[config.mk]
export PLATFORM = sky130hd
export DESIGN_NAME = rename_reg_file
export DESIGN_NICKNAME = d
export VERILOG_FILES = /design/src/rtl/rename_reg_file.sv
export SDC_FILE = /design/constraint.sdc
export NUM_CORES = 2
export LEC_CHECK = 0
export BUFFER_PORTS_ARGS = -buffer_cell sky130_fd_sc_hd__buf_2
export CAP_MARGIN = 15
export CELL_PAD_IN_SITES_DETAIL_PLACEMENT = 0
export CELL_PAD_IN_SITES_GLOBAL_PLACEMENT = 1
export CORE_UTILIZATION = 55
export DETAILED_ROUTE_END_ITERATION = 6
export PLACE_DENSITY = 0.92
export SLEW_MARGIN = 20
export SYNTH_ARGS = -nofsm -noshare
export SYNTH_HDL_FRONTEND = slang
export SYNTH_SLANG_ARGS = --single-unit
[constraint.sdc]
create_clock -name clk_in -period 18.1 [get_ports clk_in]
set_input_delay 0.905 -clock clk_in [delete_from_list [all_inputs] [get_ports clk_in]]
set_output_delay 0.905 -clock clk_in [all_outputs]
set_load 0.01 [all_outputs]
[src/rtl/rename_reg_file.sv]
// rtl/rename_reg_file.sv - architectural register file with per-register rename tags
//
// Purpose: holds committed integer register values plus, per register, a dirty
// bit and the ROB tag of the in-flight producer. Decoder read ports resolve each
// operand to either a value or a dependency tag, forwarding same-cycle commits
// and ROB results that are already available.
//
// Ports:
//   clk_in, rst_n_in          clock, asynchronous active-low reset
//   rdy_in                    state only advances while high
//   flush_in                  mispredict: drop every rename, keep committed values
//   commit_valid/id/data/tag  ROB retires a register write
//   issue_valid/id/tag        ROB allocates an entry with a destination register
//   rd_id                     NRD packed read register IDs
//   rd_val/rd_busy/rd_tag     per-port operand value or producing ROB entry
//   rob_q_tag                 per-port ROB readiness query (tag of the register)
//   rob_q_rdy/rob_q_val       ROB answer to the query
//   busy_cnt                  registered count of dirty registers

module rename_reg_file #(
    parameter int  XLEN    = 32,
    parameter int  NREG    = 32,
    parameter int  ROB_BIT = 4,
    parameter int  NRD     = 2,
    localparam int RW      = $clog2(NREG)
) (
    input  logic                   clk_in,
    input  logic                   rst_n_in,
    input  logic                   rdy_in,
    input  logic                   flush_in,
    input  logic                   commit_valid,
    input  logic [RW-1:0]          commit_id,
    input  logic [XLEN-1:0]        commit_data,
    input  logic [ROB_BIT-1:0]     commit_tag,
    input  logic                   issue_valid,
    input  logic [RW-1:0]          issue_id,
    input  logic [ROB_BIT-1:0]     issue_tag,
    input  logic [NRD*RW-1:0]      rd_id,
    output logic [NRD*XLEN-1:0]    rd_val,
    output logic [NRD-1:0]         rd_busy,
    output logic [NRD*ROB_BIT-1:0] rd_tag,
    output logic [NRD*ROB_BIT-1:0] rob_q_tag,
    input  logic [NRD-1:0]         rob_q_rdy,
    input  logic [NRD*XLEN-1:0]    rob_q_val,
    output logic [RW:0]            busy_cnt
);

    logic [XLEN-1:0]    regs_q  [NREG];
    logic [ROB_BIT-1:0] tag_q   [NREG];
    logic [NREG-1:0]    dirty_q;

    logic [ROB_BIT-1:0] tag_d   [NREG];
    logic [NREG-1:0]    dirty_d;
    logic [RW:0]        cnt_d;

    // Read ports: x0 first, then a same-cycle rename (the decoder reads after
    // its own issue slot), then commit/ROB forwarding, then the stored state.
    for (genvar k = 0; k < NRD; k++) begin : g_rd
        logic [RW-1:0]      id;
        logic [XLEN-1:0]    val;
        logic               busy;
        logic [ROB_BIT-1:0] tg;

        assign id = rd_id[k*RW +: RW];

        always_comb begin
            val  = '0;
            busy = 1'b0;
            tg   = '0;
            if (id == '0) begin
                val = '0;
            end else if (issue_valid && issue_id == id) begin
                busy = 1'b1;
                tg   = issue_tag;
            end else if (dirty_q[id] && commit_valid && commit_tag == tag_q[id]) begin
                val = commit_data;
            end else if (dirty_q[id] && rob_q_rdy[k]) begin
                val = rob_q_val[k*XLEN +: XLEN];
            end else if (dirty_q[id]) begin
                busy = 1'b1;
                tg   = tag_q[id];
            end else begin
                val = regs_q[id];
            end
        end

        assign rd_val[k*XLEN +: XLEN]       = val;
        assign rd_busy[k]                   = busy;
        assign rd_tag[k*ROB_BIT +: ROB_BIT] = tg;
        assign rob_q_tag[k*ROB_BIT +: ROB_BIT] = tag_q[id];
    end

    // Rename-state update. A commit only releases the register when it retires
    // the latest producer; an issue to the same register in the same cycle
    // installs the newer producer and wins.
    always_comb begin
        dirty_d = dirty_q;
        tag_d   = tag_q;
        if (flush_in) begin
            dirty_d = '0;
            for (int i = 0; i < NREG; i++) begin
                tag_d[i] = '0;
            end
        end else begin
            if (commit_valid && commit_id != '0 && dirty_q[commit_id] &&
                tag_q[commit_id] == commit_tag &&
                !(issue_valid && issue_id == commit_id)) begin
                dirty_d[commit_id] = 1'b0;
                tag_d[commit_id]   = '0;
            end
            if (issue_valid && issue_id != '0) begin
                dirty_d[issue_id] = 1'b1;
                tag_d[issue_id]   = issue_tag;
            end
        end

        cnt_d = '0;
        for (int i = 0; i < NREG; i++) begin
            cnt_d = cnt_d + (RW+1)'(dirty_d[i]);
        end
    end

    always_ff @(posedge clk_in or negedge rst_n_in) begin
        if (!rst_n_in) begin
            for (int i = 0; i < NREG; i++) begin
                regs_q[i] <= '0;
                tag_q[i]  <= '0;
            end
            dirty_q  <= '0;
            busy_cnt <= '0;
        end else if (rdy_in) begin
            // Committed values are architectural, so they land even on flush.
            if (commit_valid && commit_id != '0) begin
                regs_q[commit_id] <= commit_data;
            end
            dirty_q  <= dirty_d;
            tag_q    <= tag_d;
            busy_cnt <= cnt_d;
        end
    end

    // The ROB can never retire and allocate the same entry in one cycle.
    assert property (@(posedge clk_in) disable iff (!rst_n_in)
        !(commit_valid && issue_valid && commit_tag == issue_tag))
        else $fatal(1, "rename_reg_file: commit_tag equals issue_tag in one cycle");

endmodule

Yosys cells after proc, flatten, opt, wreduce, memory -nomap -nowiden

Cells that the tools add are included.

Mux-type cells: 71
Reductions and logical operators: 24
Multipliers: 0
Shift-type cells: 0
Magnitude comparators: 12
Equality and inequality tests: 6
Div/mod/pow operators: 0
Add/sub/neg operators: 31
Bitwise operators: 9

Operators by type and width:

| operator                                                   | number |
|---|---|
| bitwise mux 1024 bit                                       | 1 |
| 2-to-1 mux 32 bit                                          | 19 |
| 2-to-1 mux 128 bit                                         | 4 |
| binary-select mux 32 bit (select 5 bit)                    | 2 |
| demux 32 bit (select 5 bit)                                | 1 |
| adder 6 x 1 -> 6 bit                                       | 26 |
| bitwise AND 128 bit                                        | 1 |
| bitwise mux 128 bit                                        | 1 |
| inverter 128 bit                                           | 1 |
| 2-to-1 mux 4 bit                                           | 18 |
| binary-select mux 4 bit (select 5 bit)                     | 3 |
| demux 4 bit (select 5 bit)                                 | 2 |
| bitwise AND 32 bit                                         | 1 |
| inverter 32 bit                                            | 1 |
| bitwise OR 32 bit                                          | 1 |
| greater-or-equal comparator 6 bit, second input constant   | 4 |
| less-than comparator 5 x 6 -> 1 bit, second input constant | 4 |
| inverter 5 -> 6 bit                                        | 4 |
| logical AND 1 bit                                          | 18 |
| binary-select mux 1 bit (select 5 bit)                     | 3 |
| == test 5 bit                                              | 3 |
| 2-to-1 mux 1 bit                                           | 15 |
| == test 4 bit                                              | 3 |
| less-than comparator 6 x 1 -> 1 bit, second input constant | 2 |
| 11 further kinds                                           | 15 |

Bits in writable memories: 0
Input bits: 132
Bits in read-only memories: 0
Memories kept: 0
Output and inout port bits: 88
Bits in registers: 1190
Word-level logic and storage cells: 219
Bits in latches: 0

Logic depth before layout (Yosys ltp)

Word-level depth: 43
Mapped depth: 30
Gate-level depth less buffers: 26

Least setup slack after synthesis

OpenSTA, ideal clock, no wires.

Path kind: input -> register
Start point: input port commit_id[1]
End point: register busy_cnt[4]
Setup slack: 10171 ps
Arrival: 7804 ps
Stages: 27
Buffers on the path: 4
Data required time: 17975 ps
Path through: clkbuf_1 -> buf_2 -> buf_1 -> mux4_2 -> a22oi_1 -> o211ai_1 -> xnor2_1 -> clkbuf_1 -> nand3_1 -> nor2_1 -> o22ai_1 -> fa_1 -> inv_1 -> fa_1 -> inv_1 -> fa_1 -> inv_1 -> fa_1 -> fa_1 -> fa_1 -> inv_1 -> ha_1 -> fa_1 -> a21o_1 -> a21oi_1 -> xnor2_1 -> mux2_2

RTL lines:

| what                                                 | RTL line | RTL |
|---|---|---|
| from (decl)                                          | 32       | `input logic [RW-1:0] commit_id,` |
| inverter 5 -> 6 bit (implied by the code)            | 106      | `tag_q[commit_id] == commit_tag &&` |
| binary-select mux 4 bit (select 5 bit)               | 106      |  |
| 2-to-1 mux 4 bit (implied by the code) (2 in series) | 106      |  |
| == test 4 bit                                        | 106      |  |
| logical AND 1 bit                                    | 105      | `if (commit_valid && commit_id != '0 && dirty_q[commit_id] &&` |
| logical AND 1 bit                                    | 106      |  |
| 2-to-1 mux 32 bit (*)                                | 105      |  |
| 2-to-1 mux 32 bit (*)                                | 99       | `if (flush_in) begin` |
| bitwise OR 32 bit (no line)                          | -        |  |
| 2-to-1 mux 32 bit (*)                                | 111      | `if (issue_valid && issue_id != '0) begin` |
| 2-to-1 mux 32 bit (*)                                | 99       |  |
| via dirty_d[23]                                      | 53       | `logic [NREG-1:0] dirty_d;` |
| adder 6 x 1 -> 6 bit (*) (9 in series)               | 119      | `cnt_d = cnt_d + (RW+1)'(dirty_d[i]);` |
| to (signal assigned)                                 | 138      | `busy_cnt <= cnt_d;` |
| to (decl)                                            | 45       | `output logic [RW:0] busy_cnt` |

The timed path passes the listed nets; every way through them passes the cells marked *. The select of a mux whose other input is x is not followed.
A chain may end at the register's enable or synchronous reset.

Final worst setup path

Start point: input port commit_id[1]
End point: register busy_cnt[4]

RTL lines:

| what                                                 | RTL line |
|---|---|
| inverter 5 -> 6 bit (implied by the code)            | 106 |
| binary-select mux 4 bit (select 5 bit)               | 106 |
| 2-to-1 mux 4 bit (implied by the code) (2 in series) | 106 |
| == test 4 bit                                        | 106 |
| logical AND 1 bit                                    | 105 |
| logical AND 1 bit                                    | 106 |
| 2-to-1 mux 32 bit (*)                                | 105 |
| 2-to-1 mux 32 bit (*)                                | 99 |
| bitwise OR 32 bit (no line)                          | - |
| 2-to-1 mux 32 bit (*)                                | 111 |
| 2-to-1 mux 32 bit (*)                                | 99 |
| via dirty_d[25]                                      | 53 |
| adder 6 x 1 -> 6 bit (*) (7 in series)               | 119 |

Marks and branches as above.

==> flow_summary.json <==
{
  "outcome": "complete, but fails checks",
  "violations": "design-rule violations",
  "ctsResizeCount": 0,
  "r2r_cells": 24,
  "yosysUniqueCellTypes": 66,
  "slew_headroom_pct": 16.9,
  "setup_ws_ns": 9.39,
  "critPathKind": "input pin to flip-flop",
  "ys_warn_count": 0,
  "tns_ns": 0,
  "io_buffers": 219,
  "cp.arrival_ns": 9.33,
  "synth_top_area_share_pct": 43.3,
  "vdd_drop_max_uv": 100,
  "layout_min_cycle_time_ns": 8.71,
  "grt_pass1_vias": 51700,
  "dpl_worst_slack_ns": 8.80,
  "areaGrowthSynthToFinish_pct": 9.25,
  "rsz0062_at_grt": "false",
  "cts_buffer_depth": 3,
  "antenna_found_initial": 10,
  "cap_violations": 0,
  "numCtsBuffers": 121,
  "wl_per_cell_um": 35.7,
  "first_iter_violations": 7109,
  "postCtsSetupBuffers": 0,
  "holdBufCountCts": 0,
  "vias": 51300,
  "p_leak_nw": 32.8,
  "synth_area_leaders": "dfrtp_1 (43%), mux4_2 (18%), mux2_2 (18%), mux2i_1 (4.4%), clkbuf_1 (2.3%)",
  "io-pin-count": 220,
  "grt_max_degree": 158,
  "critical_path_peak_fanout": 46,
  "drive_gt1_share_pct": 42.9,
  "track_usage_pct": 38.8,
  "min_period_over_period_pct": 48.1,
  "ys_seq_area_share_pct": 43.3,
  "nets": 5246,
  "place_inst": 6597,
  "async_reset_ff_share_pct": 100,
  "clkSinkCount": 1190,
  "hold_viol": 0,
  "syn-cell-area_um2": 68800,
  "synth_nets": 5362,
  "synthFlopType": "dfrtp_1",
  "min_path_type": "input pin to asynchronous set/reset pin",
  "cts-root-buf": "clkbuf_16",
  "tightest_slew_ns": 1.23,
  "n_fill_cell": 9155,
  "dpl_cell_area_um2": 70900,
  "r2r-start": "tag_q[3]$_DFFE_PN0P_",
  "worst_skew_pair.late_latency_ns": 0.77,
  "die_x_um": 356,
  "firstDrtPassIters": 7,
  "ant_nets": 0,
  "coreArea_um2": 124000,
  "rows": 129,
  "gp_congestion": 1.05,
  "drc": 20,
  "syn_inst": 5199,
  "rr_endpoint": "busy_cnt[4]$_DFFE_PN0P_",
  "synth-edff-count": 0,
  "rrSetupSlack_ns": 10.07,
  "ys_ff_latch": 1190,
  "cts-htree-levels": 3,
  "die_h_um": 356,
  "post-dp-hpwl_um": 140000,
  "cts_tree": "yes",
  "finalMaxSlewViolations": 0,
  "crit_required_ns": 18.72,
  "clk_pin_slew_ns": 0.06,
  "power_density_nw_per_um2": 96.5,
  "die_area_um2": 126000,
  "routed_wl_um": 244000,
  "end_kind": "flip-flop",
  "grt_overflow": 0,
  "grt_pass1_wl_um": 357000,
  "start_kind": "input pin",
  "syn_avg_cell_area_um2": 13.2,
  "fin_cells": 6826,
  "via_per_inst": 7.52,
  "initial_core_util_pct": 55.5,
  "stdcell_area_um2": 75100,
  "yosysTopAreaCell": "dfrtp_1",
  "fmax_mhz": 115,
  "skew_ns": 0.0383,
  "setup_violations": 0,
  "post-route-util_pct": 60.7
}
==> critical path, stage by stage <==
cell,delay (ns)
buf_4,0.35
buf_4,0.71
mux2i_1,0.32
o22ai_1,0.13
nor3_1,0.23
o211ai_1,0.16
xnor2_2,0.15
buf_4,0.36
nand2_1,0.40
nor2_1,0.81
a31oi_1,0.21
fa_1,0.54
inv_1,0.06
fa_1,0.49
inv_1,0.05
fa_1,0.47
inv_1,0.05
fa_1,0.52
fa_1,0.44
fa_1,0.50
inv_1,0.04
ha_1,0.21
fa_1,0.46
a21o_1,0.20
a21oi_1,0.18
xnor2_1,0.08
mux2_2,0.26
==> placed cells by master (no fill, tap or decap), drive strengths merged, types with 80 or more instances in the layout <==
cell,count
mux2,1071
buf,334
dfrtp,1190
clkbuf,183
nand2,217
mux2i,299
a21oi,119
nor2,179
o21ai,188
nand3,103
o22ai,80
mux4,557
==> registers in the layout, summed over array words and instances, names as in the netlist <==
name	count
regs_q	1024
tag_q	128
dirty_q	32
busy_cnt	6
==> cells by family (layout without fill, tap and decap cells) <==
group                    after synthesis  after routing  synth area share [%]
XOR/XNOR                              29             29                 0.369
other                                  0              5                     0
multiplexers                        1927           1927                  40.1
buffers and inverters                611            596                  3.65
flip-flops                          1190           1190                  43.3
AO/OA/AOI/OAI                        771            771                  7.50
adder cells (fa/ha/maj)               31             31                 0.826
AND/OR/NAND/NOR                      640            640                  4.22
==> how the worst max path moves through the flow <==
| stage | startpoint | end | cells past startpoint |
|---|---|---|---|
| finish | commit_id[1] | busy_cnt[4]$_DFFE_PN0P_ | 27 |
| global route | commit_id[1] | busy_cnt[4]$_DFFE_PN0P_ | 26 |
| CTS | commit_id[1] | busy_cnt[4]$_DFFE_PN0P_ | 26 |
| detailed placement | commit_id[1] | busy_cnt[4]$_DFFE_PN0P_ | 26 |
| global placement | commit_id[1] | busy_cnt[4]$_DFFE_PN0P_ | 26 |
| floorplan | commit_id[1] | busy_cnt[4]$_DFFE_PN0P_ | 27 |
==> metrics by stage <==
| step | hold WS, ns | power [mW] |
|---|---|---|
| finish | 0.129 | 7.25 |
| global route | 0.227 | 7.46 |
| CTS | 0.177 | 7.21 |
| detailed placement | 0.387 | 4.61 |
| global placement | 0.376 | 4.54 |
| floorplan | 0.441 | 4.15 |
==> where the power goes <==
| part | switching (mW) | total (mW) | internal [mW] |
|---|---|---|---|
| Combinational | 0.638 | 1.33 | 0.696 |
| Clock | 1.13 | 2.62 | 1.49 |
| Sequential | 0.299 | 3.29 | 2.99 |
| Total | 2.07 | 7.25 | 5.18 |
==> cell type report <==
| class | count | area, um2 | area share, % |
|---|---|---|---|
| antenna | 5 | 12.5 | 0.0167 |
| sequential | 1190 | 29800 | 39.6 |
| timing repair buffer | 334 | 2140 | 2.85 |
| inverter | 38 | 144 | 0.192 |
| tap | 1637 | 2050 | 2.73 |
| clock inverter | 41 | 542 | 0.721 |
| clock buffer | 183 | 3610 | 4.81 |
| multi-input combinational | 3398 | 36800 | 49.0 |
==> cell usage after synthesis, drive strengths merged (42+ instances only) <==
| cell type | number |
|---|---|
| o221ai | 72 |
| mux4 | 557 |
| dfrtp | 1190 |
| nand3 | 103 |
| a31oi | 42 |
| mux2 | 1071 |
| nor2 | 179 |
| mux2i | 299 |
| nand2 | 217 |
| buf | 148 |
| a21oi | 119 |
| o21ai | 188 |
| a22oi | 78 |
| o22ai | 80 |
| clkbuf | 425 |
==> per-layer routing <==
metal | GRT usage [%] | vias up | wire [um]
met5 | 0 | - | 61
met3 | 12.9 | 1062 | 33000
met1 | 50.4 | 26500 | 86700
met4 | 25.2 | 8 | 18300
met2 | 55.6 | 3963 | 106000
li1 | - | 19800 | -
No activity file was read; power rests on OpenSTA's default activity.
